==> config.mk <==
export PLATFORM = sky130hd
export DESIGN_NAME = flow_pulse_meter_flat
export DESIGN_NICKNAME = d
export VERILOG_FILES = /design/src/rtl/flow_pulse_meter_pkg.sv /design/src/rtl/flow_pulse_meter_if.sv /design/src/rtl/flow_pulse_meter_pulse_edge_sync.sv /design/src/rtl/flow_pulse_meter.sv /design/src/flat_wrapper.sv
export SDC_FILE = /design/constraint.sdc
export NUM_CORES = 1
export LEC_CHECK = 0
export ABC_CLOCK_PERIOD_IN_PS = 2000
export BUFFER_PORTS_ARGS = -buffer_cell sky130_fd_sc_hd__buf_2
export CAP_MARGIN = 15
export CORE_MARGIN = 2
export CORE_UTILIZATION = 51
export DETAILED_ROUTE_END_ITERATION = 10
export HOLD_SLACK_MARGIN = 0.05
export PLACE_DENSITY = 0.74
export SKIP_LAST_GASP = 1
export SLEW_MARGIN = 20
export SYNTH_ARGS = -nofsm -noshare
export SYNTH_HDL_FRONTEND = slang
export SYNTH_SLANG_ARGS = --single-unit
export TNS_END_PERCENT = 1
==> constraint.sdc <==
create_clock -name clk -period 2 [get_ports clk]
set_clock_uncertainty 0.05 [all_clocks]
set_input_delay 0.3 -clock clk [delete_from_list [all_inputs] [get_ports clk]]
set_output_delay 0.3 -clock clk [all_outputs]
set_load 0.02 [all_outputs]
==> src/rtl/flow_pulse_meter_pkg.sv <==
// Purpose : shared types and defaults for the flow pulse meter (FSM state enum, default sizes, gate-counter width helper).
// Latency : n/a (package only).
// Backpressure: n/a (package only).
package flow_meter_pkg;

    typedef enum logic {
        IDLE    = 1'b0,
        MEASURE = 1'b1
    } state_t;

    localparam int GATE_CYCLES_DEFAULT = 50_000_000;
    localparam int CNT_W_DEFAULT       = 16;

    // Width of a counter that runs 0 .. gate_cycles-1.
    function automatic int gate_cnt_w(input int gate_cycles);
        return (gate_cycles > 2) ? $clog2(gate_cycles) : 1;
    endfunction

endpackage

==> src/rtl/flow_pulse_meter_if.sv <==
// Purpose : result channel from the pulse meter to the control FSM (count, status flags, valid/ready).
// Latency : n/a (wires only).
// Backpressure: freq_ready from the consumer; the producer holds freq_valid/freq_out/saturated until accepted.
// Ports   : master = meter (drives freq_out, freq_valid, saturated, overrun; reads freq_ready),
//           slave  = consumer (the reverse).
interface flow_pulse_meter_if
    import flow_meter_pkg::*;
#(
    parameter int CNT_W = CNT_W_DEFAULT
);
    logic [CNT_W-1:0] freq_out;
    logic             freq_valid;
    logic             freq_ready;
    logic             saturated;
    logic             overrun;

    modport master (
        output freq_out,
        output freq_valid,
        output saturated,
        output overrun,
        input  freq_ready
    );

    modport slave (
        input  freq_out,
        input  freq_valid,
        input  saturated,
        input  overrun,
        output freq_ready
    );
endinterface

==> src/rtl/flow_pulse_meter_pulse_edge_sync.sv <==
// Purpose : synchronise the async pulse input, optionally debounce it, and flag each rising edge.
// Latency : rise is asserted SYNC_STAGES cycles after pulse_in is first sampled high
//           (+DEB_CYCLES when FLOW_METER_DEBOUNCE_EN is defined).
// Backpressure: none; free-running, one rise per detected edge.
// Ports   : clk, reset (sync, active high), pulse_in (async), rise (1-cycle strobe).
// Config  : FLOW_METER_DEBOUNCE_EN inserts a DEB_CYCLES stable-level filter after the synchroniser.
module pulse_edge_sync #(
    parameter int SYNC_STAGES = 2,
    parameter int DEB_CYCLES  = 8
) (
    input  logic clk,
    input  logic reset,
    input  logic pulse_in,
    output logic rise
);

    if (SYNC_STAGES < 2 || DEB_CYCLES < 1) begin : g_bad_param
        $error("pulse_edge_sync: SYNC_STAGES must be >= 2 and DEB_CYCLES >= 1");
    end

    logic [SYNC_STAGES-1:0] sync_q;
    logic                   level;
    logic                   level_prev;

    always_ff @(posedge clk) begin
        if (reset) begin
            sync_q <= '0;
        end else begin
            sync_q <= {sync_q[SYNC_STAGES-2:0], pulse_in};
        end
    end

`ifdef FLOW_METER_DEBOUNCE_EN
    localparam int DEB_W = $clog2(DEB_CYCLES + 1);

    logic [DEB_W-1:0] deb_cnt;
    logic             filt;

    // deb_cnt counts consecutive cycles where the synced input disagrees
    // with the filtered level; any agreement restarts the count.
    always_ff @(posedge clk) begin
        if (reset) begin
            filt    <= 1'b0;
            deb_cnt <= '0;
        end else if (sync_q[SYNC_STAGES-1] == filt) begin
            deb_cnt <= '0;
        end else if (deb_cnt == DEB_W'(DEB_CYCLES - 1)) begin
            filt    <= ~filt;
            deb_cnt <= '0;
        end else begin
            deb_cnt <= deb_cnt + DEB_W'(1);
        end
    end

    assign level = filt;
`else
    assign level = sync_q[SYNC_STAGES-1];
`endif

    always_ff @(posedge clk) begin
        if (reset) begin
            level_prev <= 1'b0;
        end else begin
            level_prev <= level;
        end
    end

    assign rise = level & ~level_prev;

endmodule

==> src/rtl/flow_pulse_meter.sv <==
// Purpose : count rising edges of a slow sensor pulse train over back-to-back GATE_CYCLES windows.
// Latency : result is presented on the edge after the last gate cycle; pulse_in edge to count update is SYNC_STAGES+1 cycles.
// Backpressure: result held until freq_ready; a new window end overwrites an unaccepted result and sets sticky overrun.
// Ports   : clk, reset (sync, active high), enable (runs windows while high), pulse_in (async),
//           res (master modport: freq_out, freq_valid, freq_ready, saturated, overrun).
// Config  : FLOW_METER_DEBOUNCE_EN enables the input debounce filter in pulse_edge_sync.
module flow_pulse_meter
    import flow_meter_pkg::*;
#(
    parameter int GATE_CYCLES = GATE_CYCLES_DEFAULT,
    parameter int CNT_W       = CNT_W_DEFAULT,
    parameter int SYNC_STAGES = 2,
    parameter int DEB_CYCLES  = 8
) (
    input  logic                clk,
    input  logic                reset,
    input  logic                enable,
    input  logic                pulse_in,
    flow_pulse_meter_if.master  res
);

    if (GATE_CYCLES < 2) begin : g_bad_gate
        $error("flow_pulse_meter: GATE_CYCLES must be >= 2");
    end

    localparam int                GATE_W    = gate_cnt_w(GATE_CYCLES);
    localparam logic [GATE_W-1:0] GATE_LAST = GATE_W'(GATE_CYCLES - 1);

    state_t             state, state_nxt;
    logic [GATE_W-1:0]  gate_cnt, gate_nxt;
    logic [CNT_W-1:0]   pulse_cnt, pulse_nxt, pulse_inc;
    logic               sat_q, sat_nxt, sat_inc;
    logic               win_end;
    logic               rise;

    logic [CNT_W-1:0]   freq_out_q;
    logic               valid_q;
    logic               sat_out_q;
    logic               ovr_q;

    pulse_edge_sync #(
        .SYNC_STAGES (SYNC_STAGES),
        .DEB_CYCLES  (DEB_CYCLES)
    ) u_edge (
        .clk      (clk),
        .reset    (reset),
        .pulse_in (pulse_in),
        .rise     (rise)
    );

    always_ff @(posedge clk) begin
        if (reset) begin
            state <= IDLE;
        end else begin
            state <= state_nxt;
        end
    end

    always_comb begin
        state_nxt = state;
        gate_nxt  = gate_cnt;
        pulse_nxt = pulse_cnt;
        sat_nxt   = sat_q;
        win_end   = 1'b0;

        // Count including this cycle's rise; the sat flag marks an increment
        // attempted past all-ones rather than merely reaching it.
        pulse_inc = pulse_cnt;
        sat_inc   = sat_q;
        if (rise) begin
            if (&pulse_cnt) begin
                sat_inc = 1'b1;
            end else begin
                pulse_inc = pulse_cnt + CNT_W'(1);
            end
        end

        case (state)
            IDLE: begin
                gate_nxt  = '0;
                pulse_nxt = '0;
                sat_nxt   = 1'b0;
                if (enable) begin
                    state_nxt = MEASURE;
                end
            end
            MEASURE: begin
                // Window end wins over enable dropping in the same cycle,
                // so a completed window always reports.
                if (gate_cnt == GATE_LAST) begin
                    win_end   = 1'b1;
                    gate_nxt  = '0;
                    pulse_nxt = '0;
                    sat_nxt   = 1'b0;
                    state_nxt = enable ? MEASURE : IDLE;
                end else if (!enable) begin
                    gate_nxt  = '0;
                    pulse_nxt = '0;
                    sat_nxt   = 1'b0;
                    state_nxt = IDLE;
                end else begin
                    gate_nxt  = gate_cnt + GATE_W'(1);
                    pulse_nxt = pulse_inc;
                    sat_nxt   = sat_inc;
                end
            end
            default: begin
                gate_nxt  = '0;
                pulse_nxt = '0;
                sat_nxt   = 1'b0;
                state_nxt = IDLE;
            end
        endcase
    end

    always_ff @(posedge clk) begin
        if (reset) begin
            gate_cnt   <= '0;
            pulse_cnt  <= '0;
            sat_q      <= 1'b0;
            freq_out_q <= '0;
            valid_q    <= 1'b0;
            sat_out_q  <= 1'b0;
            ovr_q      <= 1'b0;
        end else begin
            gate_cnt  <= gate_nxt;
            pulse_cnt <= pulse_nxt;
            sat_q     <= sat_nxt;
            if (win_end) begin
                // A same-cycle accept consumes the old result, so only an
                // unaccepted overwrite counts as overrun.
                freq_out_q <= pulse_inc;
                sat_out_q  <= sat_inc;
                valid_q    <= 1'b1;
                if (valid_q && !res.freq_ready) begin
                    ovr_q <= 1'b1;
                end
            end else if (valid_q && res.freq_ready) begin
                valid_q <= 1'b0;
            end
        end
    end

    assign res.freq_out   = freq_out_q;
    assign res.freq_valid = valid_q;
    assign res.saturated  = sat_out_q;
    assign res.overrun    = ovr_q;

endmodule

==> src/flat_wrapper.sv <==
// flat-port wrapper written by rule: the top's interface ports become plain ports
module flow_pulse_meter_flat import flow_meter_pkg::*;
#(
    parameter int GATE_CYCLES = GATE_CYCLES_DEFAULT,
    parameter int CNT_W       = CNT_W_DEFAULT,
    parameter int SYNC_STAGES = 2,
    parameter int DEB_CYCLES  = 8
)
  (clk, reset, enable, pulse_in, res_freq_out, res_freq_valid, res_saturated, res_overrun, res_freq_ready);
  flow_pulse_meter_if #(.CNT_W(CNT_W)) res_i ();
  input  logic clk;
  input  logic reset;
  input  logic enable;
  input  logic pulse_in;
  output wire logic [$bits(res_i.freq_out)-1:0] res_freq_out;
  output wire logic [$bits(res_i.freq_valid)-1:0] res_freq_valid;
  output wire logic [$bits(res_i.saturated)-1:0] res_saturated;
  output wire logic [$bits(res_i.overrun)-1:0] res_overrun;
  input wire logic [$bits(res_i.freq_ready)-1:0] res_freq_ready;
  assign res_freq_out = res_i.freq_out;
  assign res_freq_valid = res_i.freq_valid;
  assign res_saturated = res_i.saturated;
  assign res_overrun = res_i.overrun;
  assign res_i.freq_ready = res_freq_ready;
  flow_pulse_meter #(.GATE_CYCLES(GATE_CYCLES), .CNT_W(CNT_W), .SYNC_STAGES(SYNC_STAGES), .DEB_CYCLES(DEB_CYCLES)) u_core (.clk(clk), .reset(reset), .enable(enable), .pulse_in(pulse_in), .res(res_i));
endmodule
==> results.sh <==
export IMPL_internal_power_mw=2.13
export IMPL_clk_latency_ns=0.34
export IMPL_finalWeightedCongestion=0.792
export IMPL_hold_buffers=0
export IMPL_synth_async_sr_flop_share=0
export IMPL_synth_xor_area_share=0.108
export IMPL_first_pass_iters=4
export IMPL_wire_length_of_the_first_global_routing_pass_mm=9.29
export IMPL_synth_compound_area_share=0.0817
export IMPL_power_switching_fraction=0.200
export IMPL_drt_wl_total_mm=5.35
export IMPL_mostFrequentLayoutCells="nor2_1 (71), dfxtp_1 (62), buf_2 (23)"
export IMPL_syn_cell_area_mm2=0.00276
export IMPL_synth_yosys_warnings=0
export IMPL_io_pins=24
export IMPL_synth_cell_types=42
export IMPL_fraction_of_the_mapped_netlist_area_in_simple_logic_gates=0.280
export IMPL_synth_enable_flop_cells=0
export IMPL_cp_data_arrival_time_ns=2.05
export IMPL_leakage_nw=1.20
export IMPL_sequentialPowerShare=0.495
export IMPL_max_slew_margin=0.733
export IMPL_grt_antenna_before_repair=0
export IMPL_gr_util_met2=0.302
export IMPL_share_clk_of_total_power=0.491
export IMPL_timing_max_transition_violations_final=0
export IMPL_crit_required_ns=2.17
export IMPL_final_min_clock_period_ns=1.88
export IMPL_rsz0062_at_grt="yes"
export IMPL_die_w_um=77.5
export IMPL_dp_hpwl_mm=3.76
export IMPL_critical_path_slowest_cell="dfxtp_1"
export IMPL_ant_nets=0
export IMPL_mostFrequentLayoutCell="nor2_1"
export IMPL_wire_per_inst_um=12.4
export IMPL_outcome="complete, no violations"
export IMPL_cts_num_sinks=66
export IMPL_fp_coreArea_mm2=0.00517
export IMPL_min_delay_start="reset"
export IMPL_synth_mux_area_frac=0.0109
export IMPL_synth_top_family_by_area="simple AND/OR/NAND/NOR gates"
export IMPL_cp_slowest_stage_delay_ns=0.39
export IMPL_synthFlopType="dfxtp_1"
export IMPL_start_kind="register"
export IMPL_cts_reportedPaths_clkPinSlew_ns=0.07
export IMPL_clock_tree_from_tritoncts="yes"
export IMPL_post_route_period_util=0.938
export IMPL_groute_layer_met1_usage=0.254
export IMPL_power_total_mw=2.66
export IMPL_synth_seq_area_share=0.479
export IMPL_maxCapViolations=0
export IMPL_critical_path_class="reg -> reg"
export IMPL_post_synth_inst_count=305
export IMPL_global_route_usage_met3=0.0744
export IMPL_std_cell_rows=26
export IMPL_number_of_global_route_vias_before_repair=2041
export IMPL_clock_root_buffer="clkbuf_8"
export IMPL_initial_utilization=0.533
export IMPL_max_slew_worst_pin_slew_ns=0.395
export IMPL_h_tree_depth=3
export IMPL_final_hold_violation_count=0
export IMPL_clock_fmax_ghz=0.533
export IMPL_cts_buf_count=9
export IMPL_crit_path_capture_type="register"
export IMPL_yosysTopAreaCell="dfxtp_1"
export IMPL_critical_path_cell_chain="nand4_1 -> o41ai_2 -> buf_4 -> nor3_1 -> xnor2_1 -> a211oi_1"
export IMPL_synth_fa_ha_area_frac=0.00908
export IMPL_cts_root_to_sink_buffers=2
export IMPL_port_buffer_count=23
export IMPL_ir_drop_mv=0.663
export IMPL_setup_ws_ns=0.123
export IMPL_syn_nets=312
export IMPL_die_area_mm2=0.00601
export IMPL_pre_cts_ws_ns=-0.116
export IMPL_min_delay_path_class="in -> reg"
export IMPL_globalRouteOverflowTotal=0
export IMPL_setup_worst_path_start="u_core.pulse_cnt[13]$_SDFF_PP0_"
export IMPL_synthDominantCellAreaShare=0.479
export IMPL_grt_max_degree=21
export IMPL_synth_top_area_cells="dfxtp_1 (48%), nor2_1 (9.8%), xor2_1 (5.7%)"
export IMPL_post_drt_via_cell_ratio=5.17
export IMPL_report_final_setup_viol=0
export IMPL_global_route_usage_total=0.198
export IMPL_n_antenna_cell=0
export IMPL_gr_max_usage_layer="met2"
export IMPL_power_frac_comb=0.013
export IMPL_via_count=2223
export IMPL_worstPathMaxFanout=8
export IMPL_synth_ff_latch_count=66
export IMPL_crit_reg2reg_launch="u_core.pulse_cnt[13]$_SDFF_PP0_"
export IMPL_final_layout_size_suffix_gt1_frac=0.244
export IMPL_syn_avg_cell_area_um2=9.04
export IMPL_switchingPower_mw=0.533
export IMPL_power_dens_cells_mw_per_mm2=780
export IMPL_dr_first_iter_drc_count=106
export IMPL_cts_setup_buffers=0
export IMPL_fin_nets=362
export IMPL_dieHeight_um=77.5
export IMPL_area_growth_pct=23.8
export IMPL_drc_errors=0
[through the flow]
stage                     area (µm²)   util  cells  TNS (ns)  hold WS, ns
after floorplan                 2780      -    305    -0.118        0.343
after global placement          3130  0.604    414   -0.0157        0.371
after detailed placement        3130  0.604    414    -0.158        0.377
after CTS                       3380  0.654    430  -0.00898        0.106
after global routing            3410  0.660    430   -0.0376        0.107
final                           3410  0.660    430         0        0.121
[layout make-up]
type | instances | area (µm²)
sequential | 66 | 1330
tap | 70 | 87.6
fill | 410 | 1760
multi-input combinational | 220 | 1400
clock inverter | 4 | 72.6
clock buffer | 12 | 165
timing repair buffer | 49 | 325
inverter | 9 | 33.8
[power groups by stage]
stage          clock (mW)  sequential (mW)  combinational [mW]
3_3_place_gp            0             1.35              0.0358
6_report             1.31             1.32              0.0359
3_5_place_dp            0             1.35              0.0365
2_1_floorplan           0             1.35              0.0224
4_1_cts              1.33             1.32              0.0367
5_1_grt              1.39             1.32              0.0400
[cells by family (layout without fill, tap and decap cells)]
kind of cell,Yosys count,count (layout)
AND/OR/NAND/NOR,154,154
flip-flops,66,66
XOR/XNOR,34,34
AO/OA/AOI/OAI,27,27
buffers and inverters,19,74
multiplexers,3,3
adder cells (fa/ha/maj),2,2
[synth_stat cells (all sizes together), types with 4 or more instances]
cell type	count
nor2	72
dfxtp	66
xor2	18
xnor2	16
nand2	15
a211oi	14
nand3	14
nand4	12
nor3	10
inv	9
nor2b	6
buf	5
clkbuf	5
nor4	5
and3	4
[critical path, delay by kind of cell, from the launching register on]
kind	cells	cell delay [ns]
compound gates	2	0.47
simple gates	2	0.41
flops	1	0.39
xor+xnor	1	0.23
buf+inv	1	0.20
[timing repair]
action | CTS | global route
setup endpoints to repair | 2 | 19
gates cloned | 0 | 0
gates resized for setup | 4 | 9
pin swaps | 0 | 6
[per-layer routing]
metal  share of wire  routed length (µm)
met5               0                   0
met2            0.45                2430
met3           0.047                 249
met1            0.48                2590
met4           0.015                  80
[registers in the layout, indices dropped and copies added (netlist names), 2 cells and up]
name	flops
u_core.gate_cnt	26
u_core.pulse_cnt	16
u_core.res.freq_out	16
u_core.u_edge.sync_q	2
[final timing paths]
check	end	slack, ns	cells past startpoint
worst min register to register	u_core.gate_cnt[0]$_SDFF_PP0_	0.39	1
worst min-delay path	u_core.state$_SDFF_PP0_	0.12	2
worst max-delay path	u_core.res.freq_out[8]$_SDFFE_PP0P_	0.12	6
worst max register to register	u_core.res.freq_out[8]$_SDFFE_PP0P_	0.12	6
(Power assumes the default switching activity.)
